`config.mk`:
```
export PLATFORM = sky130hd
export DESIGN_NAME = demux_1to4_buffered
export DESIGN_NICKNAME = d
export VERILOG_FILES = /design/src/rtl/demux_pkg.sv /design/src/rtl/demux_1to4_buffered_chan_fifo.sv /design/src/rtl/demux_1to4_buffered.sv
export SDC_FILE = /design/constraint.sdc
export NUM_CORES = 1
export LEC_CHECK = 0
export BUFFER_PORTS_ARGS = -buffer_cell sky130_fd_sc_hd__buf_2
export CELL_PAD_IN_SITES_DETAIL_PLACEMENT = 0
export CELL_PAD_IN_SITES_GLOBAL_PLACEMENT = 1
export CORE_UTILIZATION = 40
export CTS_CLUSTER_SIZE = 10
export DETAILED_ROUTE_END_ITERATION = 8
export PLACE_DENSITY = 0.79
export SLEW_MARGIN = 25
export SYNTH_ARGS = -nofsm -noshare
export SYNTH_HDL_FRONTEND = slang
export SYNTH_SLANG_ARGS = --single-unit
```
`constraint.sdc`:
```
create_clock -name clk -period 8.47 [get_ports clk]
set_clock_uncertainty 0.1 [all_clocks]
set_input_delay 1.2705 -clock clk [delete_from_list [all_inputs] [get_ports clk]]
set_output_delay 1.2705 -clock clk [all_outputs]
set_load 0.03 [all_outputs]
```
`src/rtl/demux_pkg.sv`:
```
// rtl/demux_pkg.sv - shared constants and channel-index type for the 1-to-4 buffered demux
package demux_pkg;
  localparam int NUM_CH = 4;
  localparam int SEL_W  = 2;
  localparam int STAT_W = 16;

  typedef logic [SEL_W-1:0] chan_idx_t;
endpackage

```
`src/rtl/demux_1to4_buffered_chan_fifo.sv`:
```
// rtl/demux_1to4_buffered_chan_fifo.sv - per-channel FIFO (chan_fifo) with registered head
// The parent gates push with not-full and pop with not-empty, so neither is re-checked here.
module chan_fifo
  import demux_pkg::*;
#(
  parameter int WIDTH = 32,
  parameter int DEPTH = 2
) (
  input  logic                       clk,
  input  logic                       rst,
  input  logic                       push,
  input  logic [WIDTH-1:0]           push_data,
  input  logic                       pop,
  output logic [WIDTH-1:0]           head_data,
  output logic [$clog2(DEPTH):0]     count
);
  localparam int PW = $clog2(DEPTH);
  localparam int CW = PW + 1;

  logic [WIDTH-1:0] mem_q [DEPTH];
  logic [PW-1:0]    wr_ptr_q;
  logic [PW-1:0]    rd_ptr_q;
  logic [CW-1:0]    count_q;
  logic [CW-1:0]    count_d;

  always_comb begin
    count_d = count_q;
    if (push && !pop) begin
      count_d = count_q + CW'(1);
    end else if (!push && pop) begin
      count_d = count_q - CW'(1);
    end
  end

  // Pointers are power-of-two wide, so natural overflow gives the modulo-DEPTH wrap.
  always_ff @(posedge clk or posedge rst) begin
    if (rst) begin
      for (int i = 0; i < DEPTH; i++) begin
        mem_q[i] <= '0;
      end
      wr_ptr_q <= '0;
      rd_ptr_q <= '0;
      count_q  <= '0;
    end else begin
      if (push) begin
        mem_q[wr_ptr_q] <= push_data;
        wr_ptr_q        <= wr_ptr_q + PW'(1);
      end
      if (pop) begin
        rd_ptr_q <= rd_ptr_q + PW'(1);
      end
      count_q <= count_d;
    end
  end

  assign head_data = mem_q[rd_ptr_q];
  assign count     = count_q;
endmodule

```
`src/rtl/demux_1to4_buffered.sv`:
```
// rtl/demux_1to4_buffered.sv - 1-to-4 demux with a FIFO per output channel
// Optional per-channel pop counters on stat_count when DEMUX_STATS_EN is defined.
module demux_1to4_buffered
  import demux_pkg::*;
#(
  parameter int WIDTH = 32,
  parameter int DEPTH = 2
) (
  input  logic                    clk,
  input  logic                    rst,
  input  logic [WIDTH-1:0]        in_data,
  input  chan_idx_t               in_sel,
  input  logic                    in_valid,
  output logic                    in_ready,
  output logic [NUM_CH*WIDTH-1:0] out_data,
  output logic [NUM_CH-1:0]       out_valid,
  input  logic [NUM_CH-1:0]       out_ready
`ifdef DEMUX_STATS_EN
  ,
  output logic [NUM_CH*STAT_W-1:0] stat_count
`endif
);
  localparam int CW = $clog2(DEPTH) + 1;
  localparam logic [CW-1:0] FULL = CW'(DEPTH);

  logic [CW-1:0]     cnt  [NUM_CH];
  logic [WIDTH-1:0]  head [NUM_CH];
  logic [NUM_CH-1:0] push;
  logic [NUM_CH-1:0] pop;

  // Readiness looks only at the stored count, never at out_ready.
  assign in_ready = (cnt[in_sel] != FULL);

  for (genvar k = 0; k < NUM_CH; k++) begin : g_ch
    assign push[k] = in_valid && in_ready && (in_sel == chan_idx_t'(k));
    assign pop[k]  = out_valid[k] && out_ready[k];

    chan_fifo #(
      .WIDTH(WIDTH),
      .DEPTH(DEPTH)
    ) u_fifo (
      .clk      (clk),
      .rst      (rst),
      .push     (push[k]),
      .push_data(in_data),
      .pop      (pop[k]),
      .head_data(head[k]),
      .count    (cnt[k])
    );

    assign out_valid[k]                = (cnt[k] != '0);
    assign out_data[k*WIDTH +: WIDTH]  = head[k];
  end

`ifdef DEMUX_STATS_EN
  for (genvar k = 0; k < NUM_CH; k++) begin : g_stat
    logic [STAT_W-1:0] stat_q;
    always_ff @(posedge clk or posedge rst) begin
      if (rst) begin
        stat_q <= '0;
      end else if (pop[k]) begin
        stat_q <= stat_q + STAT_W'(1);
      end
    end
    assign stat_count[k*STAT_W +: STAT_W] = stat_q;
  end
`endif

  a_producer_hold: assert property (@(posedge clk) disable iff (rst)
    (in_valid && !in_ready) |=> (in_valid && $stable(in_data) && $stable(in_sel)));
endmodule

```
==> out/metrics.yaml <==
sta:
  whs_ns: 0.379
  fmax_mhz: 285
  finalCritPeriodShare_pct: 41.5
  setup_viol: 0
  postLayoutSetupSlackWorst_ns: 4.96
  finalMaxSlewViolations: 0
  hold_viol: 0
  slew-limit-headroom_pct: 33.8
  grt_setup_unrepaired: "false"
  tightest_slew_ns: 0.993
  fin_crit_ns: 3.51
  finalSetupTns_ns: 0
clocking:
  cts_tree: "built"
  cts_sinks: 272
  cts.repair.resized: 0
  cts_buffers: 34
  ctsHoldBuffers: 0
  clk_latency_ns: 0.49
  root_buffer: "clkbuf_16"
  cts_buffer_depth: 3
  path_clk_slew_ns: 0.05
  postCtsSetupBuffers: 0
  htree_levels: 2
route:
  drc: 0
  wl_per_cell_um: 20.0
  drt_iter0_markers: 236
  via_count: 6752
  viasPerCell: 5.08
  drtPass1Iterations: 4
  drtAntennaViolNets: 0
  wirelength_um: 26600
logic_synthesis:
  synth_top_area_share_pct: 57.1
  synth_async_sr_flop_share_pct: 100
  synth.most_common_cell: "mux2_2"
  syn_avg_cell_area_um2: 15.7
  yosysSeqAreaShare_pct: 57.1
  yosysUniqueCellTypes: 27
  synth_cells: 760
  ys_ff_latch: 272
  yosys-top-cells-area: "dfrtp_1, mux2_2, mux2_4"
  synth-edff-count: 0
  syn-cell-area_um2: 11900
  ys.flop_type: "dfrtp_1"
  yosys_warnings: 0
  synth.top_cells.by_count: "mux2_2, dfrtp_1, mux2_4, buf_2, clkbuf_1"
  syn-num-nets: 805
  synth_top_cell_by_area: "dfrtp_1"
power:
  power_mw: 6.70
  vdd_drop_max_uv: 270
  powerDensity_nw_per_um2: 473
  p_leak_nw: 6.51
floorplan:
  die_x_um: 175
  rows: 62
  start_util_pct: 41.1
  core_area_um2: 29000
  pin_count: 174
  die_h_um: 175
  die_area_um2: 30500
setup_path:
  rr_startpoint: "g_ch[2].u_fifo.count[1]"
  cp.arrival_ns: 2.14
  rr_worst_depth: 4
  cp_max_fo: 33
  crit_required_ns: 7.10
  path_class: "reg2out"
  cp-end-kind: "output port"
  worstReg2RegEnd: "g_ch[2].u_fifo.mem_q[38]"
  reg2reg_slack_ns: 6.04
  start_kind: "flop"
min_path:
  min_path_cells: 1
  hold_path_class: "reg2reg"
  hold_end: "g_ch[1].u_fifo.wr_ptr_q"
  hp-start: "g_ch[1].u_fifo.wr_ptr_q"
cells_and_area:
  finalNetCount: 982
  drive_above_1_share_pct: 65.2
  final_util_pct: 48.8
  areaGrowthSynthToFinish_pct: 18.7
  antenna-diode-count: 0
global_routing:
  grt_first_pass_wirelength_um: 42100
  grt_max_degree: 139
  grt_pass1_vias: 7275
  grtUsageTotal_pct: 17.8
  grt_overflow: 0
  antenna_found_initial: 0
placement:
  port_buffers: 173
  dp_worst_setup_slack_ns: 4.87
  gp_congestion: 0.711
  dpl.hpwl_um: 16700
status:
  status: "finished, final reports clean"
run:
  drv_cap: 0
## flip-flops by register name (all words and copies together) (netlist names)
name / cells
g_ch.u_fifo.mem_q: 256
g_ch.u_fifo.rd_ptr_q: 4
g_ch.u_fifo.count: 8
g_ch.u_fifo.wr_ptr_q: 4
## layout by cell type (no fill, tap or decap), types with 2 or more instances in the layout
| cell type | synthesis | routed |
|---|---|---|
| and3_1 | 2 | 2 |
| xor2_1 | 12 | 12 |
| nand2b_1 | 4 | 4 |
| mux2_1 | 9 | 9 |
| nor4b_4 | 0 | 2 |
| mux2_2 | 345 | 345 |
| dfrtp_1 | 272 | 268 |
| nand2_1 | 5 | 5 |
| buf_4 | 1 | 9 |
| mux2_4 | 30 | 30 |
| dfrtp_2 | 0 | 4 |
| buf_6 | 3 | 2 |
| nor2b_1 | 3 | 3 |
| clkinv_2 | 0 | 3 |
| or2_2 | 4 | 4 |
| nor2_1 | 5 | 5 |
| clkbuf_16 | 0 | 35 |
| clkbuf_1 | 19 | 4 |
| ha_1 | 4 | 4 |
| buf_2 | 21 | 173 |
| nand4b_1 | 2 | 2 |
| xnor2_1 | 8 | 8 |
## cell families after synthesis
family,synth area share [%]
XOR/XNOR,1.47
adder cells (fa/ha/maj),0.420
buffers and inverters,1.86
flip-flops,57.1
AND/OR/NAND/NOR,1.78
multiplexers,37.4
## per-stage QoR
step / area [µm²] / instances
finish: 14200 / 1330
global route: 14200 / 1330
CTS: 14100 / 1329
detailed placement: 13200 / 1284
global placement: 13200 / 1284
floorplan: 11900 / 760
## worst max-delay path: stages, from the launching register on
cell and delay [ns]:
dfrtp_2 1.00, mux2_2 0.44, buf_2 0.18
## worst max-delay path by stage
stage	start	end	slack (ns)	depth (start not counted)
6_report	g_ch[0].u_fifo.rd_ptr_q	out_data[31]	4.96	2
5_1_grt	g_ch[1].u_fifo.rd_ptr_q	out_data[63]	4.87	2
4_1_cts	g_ch[0].u_fifo.rd_ptr_q	out_data[31]	4.89	2
3_5_place_dp	in_valid	g_ch[3].u_fifo.mem_q[54]	4.87	5
3_3_place_gp	in_valid	g_ch[3].u_fifo.mem_q[59]	4.93	5
2_1_floorplan	rst	g_ch[0].u_fifo.count[0]	3.50	1
## report_power, final
group | switching, mW | leakage, nW | internal (mW) | total [mW]
clock network | 0.503 | 0.474 | 0.777 | 1.28
logic | 1.65 | 2.76 | 1.34 | 2.99
registers | 0.476 | 3.28 | 1.95 | 2.43
## routing by layer
layer	GRT usage (%)	share of wire, %	up-vias
met5	0	0	-
met4	4.42	1.5	0
met3	4.57	5.9	32
met2	28.1	47	156
met1	24.5	46	3503
li1	-	-	3061
## cell type report
cell class	instances	area [µm²]
repair buffers	185	976
clock buffers	40	905
fillers	2570	14900
inverters	1	7.51
clock inverters	5	53.8
flip-flops and latches	272	6810
well taps	384	480
multi-input cells	443	4920
Note: power is estimated with default switching activity, not from simulation.
